<file path="src/rtl/vfxp_round_wb.sv">
// Writeback stage behind the vector add/min/max unit: applies vxrm rounding
// increments to averaging results, then buffers beats in a small FIFO that
// feeds the register-file write port under valid/ready backpressure.
module vfxp_round_wb #(
   parameter int DATA_WIDTH    = 64,
   parameter int BE_WIDTH      = DATA_WIDTH / 8,
   parameter int ADDR_WIDTH    = 32,
   parameter int DEPTH         = 4,
   parameter bit ENABLE_64_BIT = 1'b0
) (
   input  logic                  clk,
   input  logic                  rst,
   input  logic                  in_valid,
   input  logic [DATA_WIDTH-1:0] in_vec,
   input  logic [ADDR_WIDTH-1:0] in_addr,
   input  logic [BE_WIDTH-1:0]   in_be,
   input  logic                  in_mask,
   input  logic                  in_fxp,
   input  logic [BE_WIDTH-1:0]   in_vd,
   input  logic [BE_WIDTH-1:0]   in_vd1,
   input  logic [1:0]            in_sew,
   input  logic [1:0]            in_vxrm,
   output logic                  in_almost_full,
   output logic                  out_valid,
   input  logic                  out_ready,
   output logic [DATA_WIDTH-1:0] out_vec,
   output logic [ADDR_WIDTH-1:0] out_addr,
   output logic [BE_WIDTH-1:0]   out_be,
   output logic                  out_mask,
   output logic                  overflow
);

   localparam int PW = $clog2(DEPTH);
   localparam int CW = PW + 1;

   // Rounding increment for one element from its v[d] / v[d-1] bits.
   function automatic logic f_rbit(input logic vd, input logic vd1, input logic [1:0] vxrm);
      case (vxrm)
         2'd0:    return vd1;          // rnu
         2'd1:    return vd1 & vd;     // rne
         2'd2:    return 1'b0;         // rdn
         default: return ~vd & vd1;    // rod
      endcase
   endfunction

   logic                  w_round_en;
   logic [DATA_WIDTH-1:0] w_rnd_vec;

   // Stage R registers
   logic                  r_valid;
   logic [DATA_WIDTH-1:0] r_vec;
   logic [ADDR_WIDTH-1:0] r_addr;
   logic [BE_WIDTH-1:0]   r_be;
   logic                  r_mask;

   // FIFO storage and control
   logic [DATA_WIDTH-1:0] r_mem_vec  [DEPTH];
   logic [ADDR_WIDTH-1:0] r_mem_addr [DEPTH];
   logic [BE_WIDTH-1:0]   r_mem_be   [DEPTH];
   logic                  r_mem_mask [DEPTH];
   logic [PW-1:0]         r_wptr;
   logic [PW-1:0]         r_rptr;
   logic [CW-1:0]         r_count;
   logic                  r_overflow;

   logic w_full;
   logic w_push;
   logic w_pop;
   logic w_accept;

   assign w_round_en = in_fxp & ~in_mask & ((in_sew != 2'b11) | ENABLE_64_BIT);

   // Per-element rounding; each element adds its own increment so carries
   // stay inside the element.
   always_comb begin
      w_rnd_vec = in_vec;
      if (w_round_en) begin
         case (in_sew)
            2'd0: begin
               for (int unsigned i = 0; i < BE_WIDTH; i++)
                  w_rnd_vec[8*i +: 8] = in_vec[8*i +: 8]
                     + {7'd0, f_rbit(in_vd[i], in_vd1[i], in_vxrm)};
            end
            2'd1: begin
               for (int unsigned i = 0; i < BE_WIDTH/2; i++)
                  w_rnd_vec[16*i +: 16] = in_vec[16*i +: 16]
                     + {15'd0, f_rbit(in_vd[2*i], in_vd1[2*i], in_vxrm)};
            end
            2'd2: begin
               for (int unsigned i = 0; i < BE_WIDTH/4; i++)
                  w_rnd_vec[32*i +: 32] = in_vec[32*i +: 32]
                     + {31'd0, f_rbit(in_vd[4*i], in_vd1[4*i], in_vxrm)};
            end
            default: begin
               for (int unsigned i = 0; i < BE_WIDTH/8; i++)
                  w_rnd_vec[64*i +: 64] = in_vec[64*i +: 64]
                     + {63'd0, f_rbit(in_vd[8*i], in_vd1[8*i], in_vxrm)};
            end
         endcase
      end
   end

   // Stage R: capture the rounded beat; fields only load on a valid beat.
   always_ff @(posedge clk or posedge rst) begin
      if (rst) begin
         r_valid <= 1'b0;
         r_vec   <= '0;
         r_addr  <= '0;
         r_be    <= '0;
         r_mask  <= 1'b0;
      end else begin
         r_valid <= in_valid;
         if (in_valid) begin
            r_vec  <= w_rnd_vec;
            r_addr <= in_addr;
            r_be   <= in_be;
            r_mask <= in_mask;
         end
      end
   end

   assign w_full   = (r_count == CW'(DEPTH));
   assign w_push   = r_valid;
   assign w_pop    = out_valid & out_ready;
   // A full FIFO still accepts when the head leaves in the same cycle.
   assign w_accept = w_push & (~w_full | w_pop);

   // FIFO storage write; contents are don't-care until counted in.
   always_ff @(posedge clk) begin
      if (w_accept) begin
         r_mem_vec[r_wptr]  <= r_vec;
         r_mem_addr[r_wptr] <= r_addr;
         r_mem_be[r_wptr]   <= r_be;
         r_mem_mask[r_wptr] <= r_mask;
      end
   end

   // FIFO pointers, occupancy and sticky overflow flag.
   always_ff @(posedge clk or posedge rst) begin
      if (rst) begin
         r_wptr     <= '0;
         r_rptr     <= '0;
         r_count    <= '0;
         r_overflow <= 1'b0;
      end else begin
         if (w_accept)
            r_wptr <= r_wptr + PW'(1);
         if (w_pop)
            r_rptr <= r_rptr + PW'(1);
         case ({w_accept, w_pop})
            2'b10:   r_count <= r_count + CW'(1);
            2'b01:   r_count <= r_count - CW'(1);
            default: r_count <= r_count;
         endcase
         if (w_push & w_full & ~w_pop)
            r_overflow <= 1'b1;
      end
   end

   assign in_almost_full = (r_count >= CW'(DEPTH - 2));
   assign out_valid      = (r_count != '0);
   // Head fields are forced to zero while empty so reset shows clean outputs.
   assign out_vec        = out_valid ? r_mem_vec[r_rptr]  : '0;
   assign out_addr       = out_valid ? r_mem_addr[r_rptr] : '0;
   assign out_be         = out_valid ? r_mem_be[r_rptr]   : '0;
   assign out_mask       = out_valid ? r_mem_mask[r_rptr] : 1'b0;
   assign overflow       = r_overflow;

endmodule

</file>
<file path="config.mk">
export PLATFORM = sky130hd
export DESIGN_NAME = vfxp_round_wb
export DESIGN_NICKNAME = d
export VERILOG_FILES = /design/src/rtl/vfxp_round_wb.sv
export SDC_FILE = /design/constraint.sdc
export NUM_CORES = 1
export LEC_CHECK = 0
export BUFFER_PORTS_ARGS = -buffer_cell sky130_fd_sc_hd__buf_2
export CAP_MARGIN = 20
export CELL_PAD_IN_SITES_DETAIL_PLACEMENT = 1
export CELL_PAD_IN_SITES_GLOBAL_PLACEMENT = 1
export CORE_ASPECT_RATIO = 0.6
export CORE_UTILIZATION = 45
export CTS_BUF_LIST = sky130_fd_sc_hd__clkbuf_16
export DETAILED_ROUTE_END_ITERATION = 6
export PLACE_DENSITY_LB_ADDON = 0.1
export REMOVE_ABC_BUFFERS = 1
export SYNTH_ARGS = -nofsm -noshare
export SYNTH_HDL_FRONTEND = slang
export SYNTH_SLANG_ARGS = --single-unit
</file>
<file path="constraint.sdc">
create_clock -name clk -period 6.88 [get_ports clk]
set_input_delay 1.032 -clock clk [delete_from_list [all_inputs] [get_ports clk]]
set_output_delay 1.032 -clock clk [all_outputs]
set_load 0.02 [all_outputs]
</file>
==> Word level (Yosys, flattened, before mapping) <==
Memory sizes are Yosys's and may differ from the RTL's.
Cells that the tools add are included.
{ "word_totals": {"regBits": 114, "latch_bits": 0, "ram_bits": 420, "romBits": 0, "word_cells": 127, "n_memories": 4} }
{ "classes": {"addsub": 19, "n_mul": 0, "div": 0, "order_cmp": 1, "n_eq_ne": 8, "shift": 0, "mux": 47, "bitwise_logic": 34, "reduce_logical": 5} }
{ "mem_list": {"columns": ["memory", "words", "word_bits", "read_ports", "rd_ports_with_merged_regs", "wr", "line_no", "text"], "rows": [
  ["r_mem_vec", 4, 64, 1, 0, 1, "57", "logic [DATA_WIDTH-1:0] r_mem_vec [DEPTH];"],
  ["r_mem_addr", 4, 32, 1, 0, 1, "58", "logic [ADDR_WIDTH-1:0] r_mem_addr [DEPTH];"],
  ["r_mem_be", 4, 8, 1, 0, 1, "59", "logic [BE_WIDTH-1:0] r_mem_be [DEPTH];"],
  ["r_mem_mask", 4, 1, 1, 0, 1, "60", "logic r_mem_mask [DEPTH];"]
]} }
{ "ops": {"columns": ["op", "count"], "rows": [
  ["64-bit one-hot mux with 3 select lines", 1],
  ["64-bit 2-to-1 mux", 2],
  ["16-bit by 1-bit adder with 16-bit output", 4],
  ["32-bit by 1-bit adder with 32-bit output", 2],
  ["64-bit by 1-bit adder with 64-bit output", 1],
  ["8-bit by 1-bit adder with 8-bit output", 8],
  ["1-bit 2-to-1 mux", 33],
  ["32-bit 2-to-1 mux", 1],
  ["1-bit one-hot mux with 3 select lines", 8],
  ["1-bit AND", 22],
  ["1-bit NOT", 11],
  ["8-bit 2-to-1 mux", 1],
  ["2-bit by 1-bit == test with 1-bit output (second input constant)", 3],
  ["2-bit == test (second input constant)", 3],
  ["3-bit one-hot mux with 2 select lines", 1],
  ["2-bit by 1-bit adder with 2-bit output (second input constant)", 2],
  ["2-bit logical NOT", 2],
  ["3-bit by 1-bit adder with 3-bit output (second input constant)", 1],
  ["3-bit == test (second input constant)", 1],
  ["3-bit by 2-bit >= comparator with 1-bit output (second input constant)", 1],
  ["3-bit nonzero test", 1],
  ["3-bit OR reduction", 1],
  ["3-bit by 1-bit subtractor with 3-bit output (second input constant)", 1],
  ["2-bit != test (second input constant)", 1],
  ["2 further kinds", 2]
]} }

==> Depth between registers and ports, before layout <==
{ "depth": {"ltp_word": 8, "depth_mapped": 11} }

==> Least setup slack after synthesis <==
No wires, ideal clock.
{ "synth_path": {"path_kind": "input -> register", "from": "in out_ready", "to": "mem r_mem_addr[0][0], enable pin", "setup_time_ns": 0.476, "t_arrival_ns": 3.864, "path_slack_ns": 2.540, "cell_stages": 4, "cell_sequence": "nor4b_1 -> nor2b_1 -> clkbuf_1 -> and2_1"} }
{ "synth_via": {"elab_chain_cells": 5} }
{ "synth_lines": {"columns": ["item", "line_no", "text"], "rows": [
  ["from (decl)", "25", "input logic out_ready,"],
  ["1-bit AND", "124", "assign w_pop = out_valid & out_ready;"],
  ["1-bit bitwise OR", "126", "assign w_accept = w_push & (~w_full | w_pop);"],
  ["1-bit AND", "126", null],
  ["1-bit 2-to-1 mux", "130", "if (w_accept) begin"],
  ["1-bit 2-to-1 mux (not written as such)", "132", "r_mem_addr[r_wptr] <= r_addr;"],
  ["to (decl)", "58", null]
]} }
No other way between the ends.

==> Final worst setup path <==
{ "layout_path": {"from": "reg r_rptr[0]", "to": "out out_vec[1]"} }
{ "layout_via": {"elab_chain_cells": 2} }
{ "layout_lines": {"columns": ["item", "line_no", "text"], "rows": [
  ["from (decl)", "62", "logic [PW-1:0] r_rptr;"],
  ["from (signal assigned)", "149", "r_rptr <= r_rptr + PW'(1);"],
  ["memory 4 x 64 bit", null, null],
  ["64-bit 2-to-1 mux", "163", "assign out_vec = out_valid ? r_mem_vec[r_rptr] : '0;"],
  ["to (decl)", "26", "output logic [DATA_WIDTH-1:0] out_vec,"]
]} }
No other way between the ends.

==> results by stage <==
Run status:
- The flow ran to the end, and the final reports show no timing, DRC or antenna violations.

Timing:
- The worst clock skew on the final layout is 0.0123 ns.
- The final count of negative-setup-slack endpoints is 0.
- The routed design could run at a clock period as short as 4.24 ns.
- For the pin with the worst max-slew slack, the measured transition is 1.02 ns.
- Setup repair after global routing left no endpoint under its margin.
- The worst path meets setup with 2.64 ns of slack.
- The number of hold violations in the final report is 0.
- The total negative setup slack is 0 ns.
- The number of max-slew violations in the final report was 0.
- Headroom to the max-slew limit came out at 0.317.
- The final worst-path cycle share is 0.617.
- For this run, the top clock speed supported by timing is 236 MHz.

Cells and area:
- The most common cell after layout, fill and taps aside is edfxtp_1.
- The final design area excluding fillers is 27000 um^2.
- After the last flow step, the layout net total stands at 1913.
- Of the cells placed in the final design, the portion with a size suffix greater than 1 is 0.271.
- Relative to the synthesized area, the layout overhead comes to 14.4%.
- Fill cells in the final layout number 4998.
- Summing all flip-flop and latch instances after layout gives 15500 um^2.
- The multi-input combinational cells in the finished layout cover a total of 7660 um^2.
- In the layout the commonest cells are edfxtp_1, buf_2, and2_1.
- The number of standard cells in the layout, taps in and fillers out is 2501.

GRT:
- The via count of the first global-routing pass is 15150.
- Entering global routing, the biggest net connects 70 pins.
- The initial antenna violation count was 7.
- The first global-routing pass estimated 95500 um of wire.
- The total global routing track utilization is 0.237.
- The remaining global-route overflow is 0.

Detailed routing:
- The total DRC errors in the routed layout is 0.
- In the final routed layout, each cell accounts on average for 25.3 um.
- Wires add up to 63400 um.
- The highest metal layer with signal wires is met5.
- Dividing the detail-routed via count by the number of cells gives 5.90.
- The count of nets left with antenna violations once routing finished came out at 0.
- The routed length on met1 is 29600 um.
- After detailed routing, the met3 layer carries 3450 um of wire.
- Summing over every cut layer, the via total after detailed routing is 14762.
- The first-pass detailed-route iteration total is 5.
- For this block, the initial DRC count from the detailed router was 1193.
- After detailed routing, the met2 layer carries 29600 um of wire.

Logic synthesis:
- Counting flops with a built-in enable in the synthesized netlist gives 420.
- The count of yosys warnings during synthesis is 0.
- Counting flops with an async set or reset pin after synthesis yields a share of 0.213.
- In this run, distinct cell masters in the synthesized netlist total 74.
- Of the synthesized area, sequential elements account for 0.655.
- The combined area of all synthesized cells is 23600 um^2.
- A synthesized cell averages 15.1 um^2.
- The register bit count reported by yosys is 534.
- In the synthesized netlist the dominant register cell turns out to be edfxtp_1.
- The cell count after synthesis is 1558.

Worst hold path:
- The class of the worst hold path is reg2reg.

Floorplan:
- The number of I/O pins is 238.
- Row generation in the floorplan step produced 64 rows.
- In this run the horizontal extent of the chip is 298 um.
- The floorplan core area is 51300 um^2.
- The die extent in y is 179 um.
- The die covers 53400 um^2.
- The starting utilization of the core area is 0.460.

Clock network:
- Gates resized during post-CTS repair numbered 0.
- The H-tree level count is 2.
- Clock-pin slew was measured on the worst setup and hold paths at 0.06 ns.
- The post-CTS repair timing setup buffer count is 0.
- TritonCTS built the clock tree.
- The clock network latency to the later pin of the worst-skew pair is 0.57 ns.
- No sink is reached through more buffers than the 3 on the longest clock path.
- The tree built by TritonCTS fans out to 534 sinks.
- The tree is rooted in a clkbuf_16.
- The hold buffer count at cts is 0.
- TritonCTS created 51 clock buffers.

Place:
- The setup slack after placement is 2.71 ns.
- Summing all placed instances gives a cell area of 25400 um^2.
- The cell total after placement is 2401.
- The detailed-placement wirelength estimate is 39800 um.
- Input and output buffers added on the ports amount to 237.
- At the end of routability-driven placement, the weighted congestion stood at 0.879.

Power:
- The total power is 0.0105 W.
- VDD sags by at most 233 uV.
- Summed over all cells, the static leakage comes to 9.43 nW.
- Dividing total power by cell area gives a power density of 390 nW/um^2.

Critical path:
- The largest fanout on the critical path is 65.
- The required time of the critical path is 5.85 ns.
- The signal arrival time at the worst endpoint is 3.21 ns.
- STA classifies the critical path startpoint as a flip-flop.
- The worst setup path is of the reg2out kind.
- The worst setup path is captured at an output pin.

Run:
- The number of max-cap violations is 0.
-- cell type report --
| type | instances | area share |
|---|---|---|
| diodes | 4 | 0.000371 |
| well taps | 693 | 0.0321 |
| clock buffers | 53 | 0.0492 |
| clock inverters | 43 | 0.00807 |
| inverters | 20 | 0.00288 |
| repair buffers | 256 | 0.0499 |
| multi-input cells | 898 | 0.284 |
| flip-flops and latches | 534 | 0.573 |
-- state kept, by name (all words and copies together), names as in the netlist --
signal and count:
r_mem_vec 256, r_mem_addr 128, r_vec 64, r_addr 32, r_mem_be 32, r_be 8
r_mem_mask 4, r_count 3, r_rptr 2, r_wptr 2, overflow 1, r_mask 1
r_valid 1
-- synth_stat cells (10+ instances only) --
master / n / area share
nor2_1: 69 / 0.011
mux2_2: 42 / 0.020
and2_1: 125 / 0.033
nor2b_1: 18 / 0.0048
mux2i_1: 11 / 0.0047
ha_1: 21 / 0.011
mux4_2: 105 / 0.10
xnor2_1: 24 / 0.0089
buf_2: 17 / 0.0036
and4_1: 11 / 0.0041
a21oi_1: 48 / 0.010
xor2_1: 17 / 0.0063
and3_1: 12 / 0.0032
inv_1: 19 / 0.0030
a41oi_1: 10 / 0.0037
clkbuf_1: 84 / 0.013
o21ai_0: 46 / 0.0098
nand4_1: 29 / 0.0077
nor3_1: 25 / 0.0053
dfrtp_1: 114 / 0.12
a31oi_1: 36 / 0.0095
or4_1: 13 / 0.0041
nand2_1: 58 / 0.0092
nor4_1: 22 / 0.0058
nand3_1: 36 / 0.0076
edfxtp_1: 420 / 0.53
or3_1: 14 / 0.0037
-- worst paths after layout --
path | start | endpoint | slack (ns) | cells after the start
max in group asynchronous | rst | r_vec[51] | 4.76 | 3
min | overflow | overflow | 0.49 | 1
min in group asynchronous | rst | r_addr[8] | 0.62 | 2
max | r_rptr[0] | out_vec[1] | 2.64 | 4
min reg2reg | overflow | overflow | 0.49 | 1
max reg2reg | r_count[2] | r_mem_vec[3][55] | 4.02 | 4
-- report_power, final --
part           total (W)  leakage, nW  switching, W  internal, W
clock network    0.00262        0.842       0.00119      0.00143
logic            0.00344         3.46       0.00203      0.00141
registers        0.00448         5.12      0.000313      0.00417
-- cell families (layout without fill, tap and decap cells) --
family                     Yosys count  in the layout  share of synthesized area
muxes                              158            158                      0.125
DFF                                534            534                      0.655
buffers and inverters              126            372                     0.0210
AOI/OAI and AO/OA                  221            221                     0.0623
and+or+nand+nor                    456            456                      0.109
xor gates and xnor gates            41             41                     0.0152
other                                0              4                          0
adders and majority gates           22             22                     0.0120
-- stage by stage --
stage	utilization	hold slack [ns]
6_report	0.526	0.490
5_1_grt	0.526	0.512
4_1_cts	0.525	0.491
3_5_place_dp	0.495	0.477
3_3_place_gp	0.495	0.443
2_1_floorplan	-	0.442
-- worst max-delay path, cell delays in order, from the launching register on --
cell,delay [ns]
dfrtp_4,1.08
buf_12,0.51
mux4_2,0.57
and2_1,0.21
buf_2,0.18
-- metal layers --
| layer | global-route usage | up-vias |
|---|---|---|
| li1 | - | 6530 |
| met1 | 0.355 | 7774 |
| met2 | 0.369 | 389 |
| met3 | 0.0395 | 63 |
| met4 | 0.0427 | 6 |
| met5 | 0 | - |
Power figures use the tool's default switching activity.
